### config.mk
export PLATFORM = sky130hd
export DESIGN_NAME = dsp_systolic_dot_ctrl
export DESIGN_NICKNAME = d
export VERILOG_FILES = /design/src/rtl/dsp_systolic_dot_ctrl.sv
export SDC_FILE = /design/constraint.sdc
export NUM_CORES = 1
export LEC_CHECK = 0
export CAP_MARGIN = 15
export CORE_AREA = 2 2 483 485
export CTS_BUF_LIST = sky130_fd_sc_hd__clkbuf_4
export DETAILED_ROUTE_END_ITERATION = 8
export DIE_AREA = 0 0 485 487
export GPL_TIMING_DRIVEN = 0
export SETUP_SLACK_MARGIN = 0.5
export SYNTH_ARGS = -nofsm -noshare
export SYNTH_HDL_FRONTEND = slang
export SYNTH_SLANG_ARGS = --single-unit
### constraint.sdc
create_clock -name clk -period 4 [get_ports clk]
set_input_delay 1.2 -clock clk [delete_from_list [all_inputs] [get_ports clk]]
set_output_delay 1.2 -clock clk [all_outputs]
set_load 0.05 [all_outputs]
### src/rtl/dsp_systolic_dot_ctrl.sv
// Job controller for a systolic dot-product datapath: feeds operand chunks, tracks
// in-flight products and accumulates the chain results into one job result.
module dsp_systolic_dot_ctrl #(
    parameter int unsigned NUM            = 10,
    parameter int unsigned AX_WIDTH       = 27,
    parameter int unsigned AY_WIDTH       = 27,
    parameter int unsigned RESULT_A_WIDTH = 64,
    parameter int unsigned DP_LATENCY     = 3,
    parameter int unsigned LEN_WIDTH      = 8,
    parameter int unsigned ACC_WIDTH      = 72
) (
    input  logic                      clk,
    input  logic                      rst_n,
    input  logic                      start,
    input  logic [LEN_WIDTH-1:0]      len,
    input  logic                      abort,
    output logic                      busy,
    input  logic                      in_valid,
    output logic                      in_ready,
    input  logic [NUM*AX_WIDTH-1:0]   in_ax,
    input  logic [NUM*AY_WIDTH-1:0]   in_ay,
    output logic [NUM*AX_WIDTH-1:0]   dp_ax,
    output logic [NUM*AY_WIDTH-1:0]   dp_ay,
    input  logic [RESULT_A_WIDTH-1:0] dp_result,
    output logic                      out_valid,
    input  logic                      out_ready,
    output logic [ACC_WIDTH-1:0]      out_result
);

    localparam int unsigned AXW = NUM * AX_WIDTH;
    localparam int unsigned AYW = NUM * AY_WIDTH;
    localparam int unsigned VW  = DP_LATENCY + 1;

    if (ACC_WIDTH < RESULT_A_WIDTH + LEN_WIDTH) begin : g_acc_width_check
        $error("ACC_WIDTH must be at least RESULT_A_WIDTH+LEN_WIDTH");
    end

    typedef enum logic [1:0] {
        IDLE  = 2'd0,
        RUN   = 2'd1,
        DRAIN = 2'd2,
        DONE  = 2'd3
    } state_t;

    state_t               state_q, state_d;
    logic [LEN_WIDTH-1:0] cnt_q, cnt_d;
    logic [VW-1:0]        vld_q, vld_d;
    logic [ACC_WIDTH-1:0] acc_q, acc_d;
    logic [AXW-1:0]       dp_ax_d;
    logic [AYW-1:0]       dp_ay_d;
    logic                 busy_d;
    logic                 in_ready_d;
    logic                 out_valid_d;
    logic                 xfer_c;

    // Next-state, counter, valid pipe and accumulator; abort overrides everything.
    always_comb begin
        state_d     = state_q;
        cnt_d       = cnt_q;
        acc_d       = acc_q;
        dp_ax_d     = '0;
        dp_ay_d     = '0;
        xfer_c      = in_valid && in_ready && !abort;
        vld_d       = {vld_q[VW-2:0], xfer_c};

        // The tap lines up with the datapath result of the chunk injected DP_LATENCY+1 ago.
        if (vld_q[VW-1]) begin
            acc_d = acc_q + ACC_WIDTH'(dp_result);
        end

        if (xfer_c) begin
            dp_ax_d = in_ax;
            dp_ay_d = in_ay;
            cnt_d   = cnt_q - LEN_WIDTH'(1);
        end

        case (state_q)
            IDLE: begin
                if (start) begin
                    cnt_d   = len;
                    acc_d   = '0;
                    state_d = (len == '0) ? DONE : RUN;
                end
            end
            RUN: begin
                if (xfer_c && (cnt_q == LEN_WIDTH'(1))) begin
                    state_d = DRAIN;
                end
            end
            DRAIN: begin
                // Only the tap left means the final add happens on this edge.
                if (vld_q[VW-2:0] == '0) begin
                    state_d = DONE;
                end
            end
            DONE: begin
                if (out_valid && out_ready) begin
                    state_d = IDLE;
                end
            end
            default: state_d = IDLE;
        endcase

        if (abort) begin
            state_d = IDLE;
            cnt_d   = '0;
            vld_d   = '0;
            acc_d   = '0;
            dp_ax_d = '0;
            dp_ay_d = '0;
        end

        busy_d      = (state_d != IDLE);
        in_ready_d  = (state_d == RUN);
        out_valid_d = (state_d == DONE);
    end

    // State register.
    always_ff @(posedge clk or negedge rst_n) begin
        if (!rst_n) begin
            state_q <= IDLE;
        end else begin
            state_q <= state_d;
        end
    end

    // Datapath and output registers.
    always_ff @(posedge clk or negedge rst_n) begin
        if (!rst_n) begin
            cnt_q     <= '0;
            vld_q     <= '0;
            acc_q     <= '0;
            dp_ax     <= '0;
            dp_ay     <= '0;
            busy      <= 1'b0;
            in_ready  <= 1'b0;
            out_valid <= 1'b0;
        end else begin
            cnt_q     <= cnt_d;
            vld_q     <= vld_d;
            acc_q     <= acc_d;
            dp_ax     <= dp_ax_d;
            dp_ay     <= dp_ay_d;
            busy      <= busy_d;
            in_ready  <= in_ready_d;
            out_valid <= out_valid_d;
        end
    end

    assign out_result = acc_q;

endmodule

[Yosys cells after proc, flatten, opt, wreduce, memory -nomap -nowiden]
Cells that the tools add are included.
Word-level totals
  bits in registers: 629
  logic and storage cells: 46
  bits of input ports: 618
  output and inout bits: 615
Cells by class
  reductions and logical operators: 9
  add/subtract/negate cells: 2
  multiplexer cells: 20
  eq/ne operators: 6
Operator list (number)
  two-way mux 270 bit: 4
  two-way mux 72 bit: 4
  adder 72 x 64 -> 72 bit: 1
  two-way mux 8 bit: 4
  two-way mux 2 bit: 6
  == test 8 x 1 -> 1 bit, second input constant: 1
  zero test 8 bit: 1
  one-hot mux 2 bit (4 select lines): 1
  subtractor 8 x 1 -> 8 bit, second input constant: 1
  == test 2 bit, second input constant: 3
  == test 2 x 1 -> 1 bit, second input constant: 2
  logical AND 1 bit: 4
  two-way mux 4 bit: 1
  zero test 3 bit: 1
  zero test 2 bit: 1
  nonzero test 2 bit: 1
  zero test 1 bit: 1

[Depth between registers and ports, before layout]
  depth in word-level cells: 7
  gate-level depth with buffers: 12

[Least setup slack after synthesis]
Ideal clock, no wire load.
  path type: input to register
  start point: in dp_result[0]
  end point: reg acc_q[60] (netlist: out_result[60])
  path slack: 290 ps
  arrival: 3584 ps
  stages on the path: 11
  required time: 3874 ps
  buffers on the path: 0
  cell sequence: ha_1 > fa_1 > a21o_1 > a221oi_2 > o21ai_1 > a21oi_2 > o21ai_1 > a21oi_4 > o21ai_4 > a31o_1 > a311o_1
On the way
  cells in the longest elaborated chain, start to end: 5
RTL lines
  from (decl): line 24  | input logic [RESULT_A_WIDTH-1:0] dp_result,
  adder 72 x 64 -> 72 bit (*): line 68  | acc_d = acc_q + ACC_WIDTH'(dp_result);
  two-way mux 72 bit (*): line 67  | if (vld_q[VW-1]) begin
  two-way mux 72 bit: line 79  | if (start) begin
  two-way mux 72 bit (*): line 77  | case (state_q)
  two-way mux 72 bit (*): line 104  | if (abort) begin
  named net acc_d[60]: line 48  | logic [ACC_WIDTH-1:0] acc_q, acc_d;
  to (signal assigned): line 132  | acc_q <= '0;
  to (signal assigned): line 141  | acc_q <= acc_d;
  to (decl): line 48
The timed path passes the listed nets; every way through them passes the cells marked *.

[Worst setup path in the final report]
  start point: in dp_result[0]
  end point: reg acc_q[62] (netlist: out_result[62])
The elaborated chain is that of the path after synthesis.

==> metrics.md <==
| Metric | Value |
|---|---|
| Maxcap violations | 0 |
| WP depth | 13 |
| Period Utilization, post-route | 87.3% |
| Primary FF master, synth | dfrtp_1 |
| Unrepaired setup endpoints after global routing | no |
| Worst-Margin Slew | 1.04 ns |
| Clock sink count | 629 |
| Sequential share of power | 42.5% |
| Routed length per placed instance | 28.8 microns |
| Routed vias | 22600 |
| Lkg Pwr | 22.1 nW |
| Initial Util | 10.7% |
| Relative slew slack | 30.4% |
| Sw Ratio | 31.8% |
| Hold path depth | 1 |
| Peak Freq | 286 MHz |
| YS warnings | 0 |
| Worst setup SP type | primary input |
| Async SR Flop Fraction | 100% |
| End point of the critical path | out_result[62] |
| Cell family with most CP delay | compound AO/OA/AOI/OAI gates |
| Clock Path Buffers | 3 |
| P per Cell Area | 361 nW/um^2 |
| Psw | 0.00497 W |
| Mean post-synth cell area | 12.1 sq um |
| Area taken by multi-input logic gates | 8630 sq um |
| DRT Pass-1 Iters | 7 |
| TritonCTS clock tree | done |
| P_int | 0.0106 W |
| Die Area | 236000 sq um |
| Syn_nets | 2738 |
| DRC | 0 |
| Placed instance count | 6340 |
| Crit path buf inv count | 1 |
| Antenna violations before repair | 138 |
| Post-synth top cells | dfrtp_1, and2_1, nor2_1 |
| Site Rows | 177 |
| Core footprint | 231000 sq um |
| GRT Residual Overflow | 0 |
| Critical Path End Type | register |
| Antenna Violating Nets Remaining | 0 |
| Non-filler instance count after layout | 6726 |
| Number of global-route vias before repair | 23800 |
| Final min period | 3.49 ns |
| Top Layer Used | met5 |
| H-tree Lvls | 4 |
| # port buffers | 1232 |
| Post-route cell area | 43300 sq um |
| Synth top area cells | dfrtp_1, and2_1, ha_1 |
| Initial DRC Count | 1270 |
| Area post-placement | 41200 sq um |
| Synthesized area | 24800 sq um |
| Avg Vias per Cell | 3.36 |
| Worst reg2reg startpoint | out_result[0] |
| CP cell instances | clkdlybuf4s50_1 -> ha_4 -> fa_2 -> a21o_1 -> a221oi_4 -> o211a_1 -> o21ai_2 -> a21oi_4 -> o21ai_4 -> a31oi_2 -> nor4_1 -> or3_1 -> nand3_1 |
| Outcome | completed |
| Slowest cell on the critical path | clkdlybuf4s50_1 |
| Reg2reg path depth | 12 |
| Flop and latch count out of synthesis | 629 |
| Die height | 487 microns |
| Routability Congestion | 0.917 |
| IO Pins | 1233 |
| Worst EP arrival | 4.55 ns |
| Post-synthesis sequential area ratio | 63.6% |
| Max VDD drop | 0.253 mV |
| Largest net degree at the start of global routing | 108 |
| Clk pwr share | 41.7% |
| Chip width | 485 microns |
| GRT Util Overall | 15.9% |
| Fill count | 25500 |
| FF/Latch Area | 15700 sq um |
| WL met2 | 103000 microns |
| WL final | 193000 microns |
| Synth top area share | 63.6% |
| Area Growth Syn to Fin | 75.0% |
| First-pass GRT wire length | 241000 microns |
| Top-count cell post-synth | dfrtp_1 |
| CTS buffer count | 190 |
| Layout cell share with drive strength beyond 1 | 17.8% |
| Distinct cells, synth | 75 |
| Worst Hold Class | register to register |
| Clock skew | 0.120 ns |
| Final setup vio count | 0 |
| Root buffer cell | clkbuf_4 |
| Crit path kind | primary input to register |
| Crit Reg-Reg Endpoint | out_result[62] |
| Combinational Power Share | 15.8% |
| Post-synth EDFFs | 0 |
| Critical path required time | 5.05 ns |
| Cells after Synth | 2053 |
| Final Max Slew Viols | 0 |
| CTS clk-pin slew, worst paths | 0.06 ns |
| R2r setup slk | 0.67 ns |
| Final HPWL DP | 167000 microns |
| # nets final | 4178 |
| WL met1 | 58700 microns |
| CP max FO | 4 |
| Post-synth top area cell | dfrtp_1 |
| Critical path's largest stage delay | 0.48 ns |
| Hold Vio Cnt, Final | 0 |
| Crit. Startpoint | dp_result[0] |
| Worst skew pair latency | 1.22 ns |
| Metal3 WL | 23000 microns |
-- layer usage --
| metal | up-vias | GRT usage [%] |
|---|---|---|
| met5 | - | 0 |
| met4 | 46 | 6.44 |
| met3 | 413 | 8.58 |
| met2 | 1375 | 29.8 |
| met1 | 10900 | 14.0 |
| li1 | 9854 | - |
-- worst min-delay path by stage --
stage / slack (ns) / from / endpoint
finish: 0.52 / vld_q[1] / vld_q[2]
global route: 0.29 / in_ax[264] / dp_ax[264]
CTS: 0.24 / in_ay[5] / dp_ay[5]
detailed placement: 0.51 / vld_q[1] / vld_q[2]
global placement: 0.49 / vld_q[1] / vld_q[2]
floorplan: 0.47 / vld_q[0] / vld_q[1]
-- through the flow --
stage                     TNS, ns  utilization (%)  setup slack (ns)  hold WS [ns]  power [W]
after floorplan                 0                -             0.394         0.465    0.00773
after global routing            0             18.7             0.469         0.290     0.0164
final                           0             18.7             0.508         0.520     0.0156
after CTS                       0             18.6             0.223         0.241     0.0160
after global placement          -             17.7            -28.96         0.494    0.00934
after detailed placement   -22.06             17.8            -0.746         0.505    0.00934
-- worst reg2reg max path: cells and delay by family (launching register included) --
family	cells	cell delay [ns]
compound gates	7	1.70
fa+ha+maj	2	0.58
flops	1	0.42
simple gates	3	0.55
-- power by group through the flow --
stage	Clock, W	Sequential (W)	Combinational (W)
after global routing	0.00717	0.00665	0.00260
after global placement	0	0.00678	0.00255
after CTS	0.00687	0.00664	0.00252
final	0.00652	0.00664	0.00246
after detailed placement	0	0.00675	0.00259
after floorplan	0	0.00734	0.000396
-- cell type report --
cell class	count	area share (%)
buffer	106	0.953
timing repair buffer	1248	28.0
tap	3043	8.79
clock buffer	263	4.56
sequential	629	36.3
inverter	16	0.139
antenna	40	0.231
multi-input combinational	1302	19.9
clock inverter	79	1.04
-- registers in the layout, summed over array words and instances, names as in the netlist --
register    cells
busy            1
cnt_q           8
dp_ax         270
dp_ay         270
in_ready        1
out_result     72
out_valid       1
state_q         2
vld_q           4
-- placed cells by master, fill, tap and decap left out, drive strengths merged, types with 21 or more instances in the layout --
cell           instances
dfrtp                629
xnor2                 38
dlygate4sd2           64
clkdlybuf4s50        616
a21o                  39
buf                  108
diode                 40
nand3                 25
nor2                 113
nand4                 24
o21ai                 53
and2                 545
clkbuf               470
ha                    66
mux2i                 37
dlymetal6s2s         137
clkdlybuf4s15        212
inv                   21
clkinv                72
nand2                 78
a21oi                 93
-- logic make-up (layout without fill, tap and decap cells) --
logic type      Yosys count  in the layout  share of synthesized area [%]
other cells               0             40                              0
compound gates          283            283                           7.77
fa+ha+maj                67             67                           3.42
simple gates            856            856                           19.7
flops                   629            629                           63.6
buf+inv                 122           1712                           1.90
xor+xnor                 58             58                           2.05
mux                      38             38                           1.54
-- what timing repair did --
action,CTS,global route
hold buffers,1,0
hold endpoints to repair,72,0
setup endpoints to repair,615,382
gates resized for setup,1021,496
pin swaps,0,2
setup buffers,0,3
(Power assumes the default switching activity.)
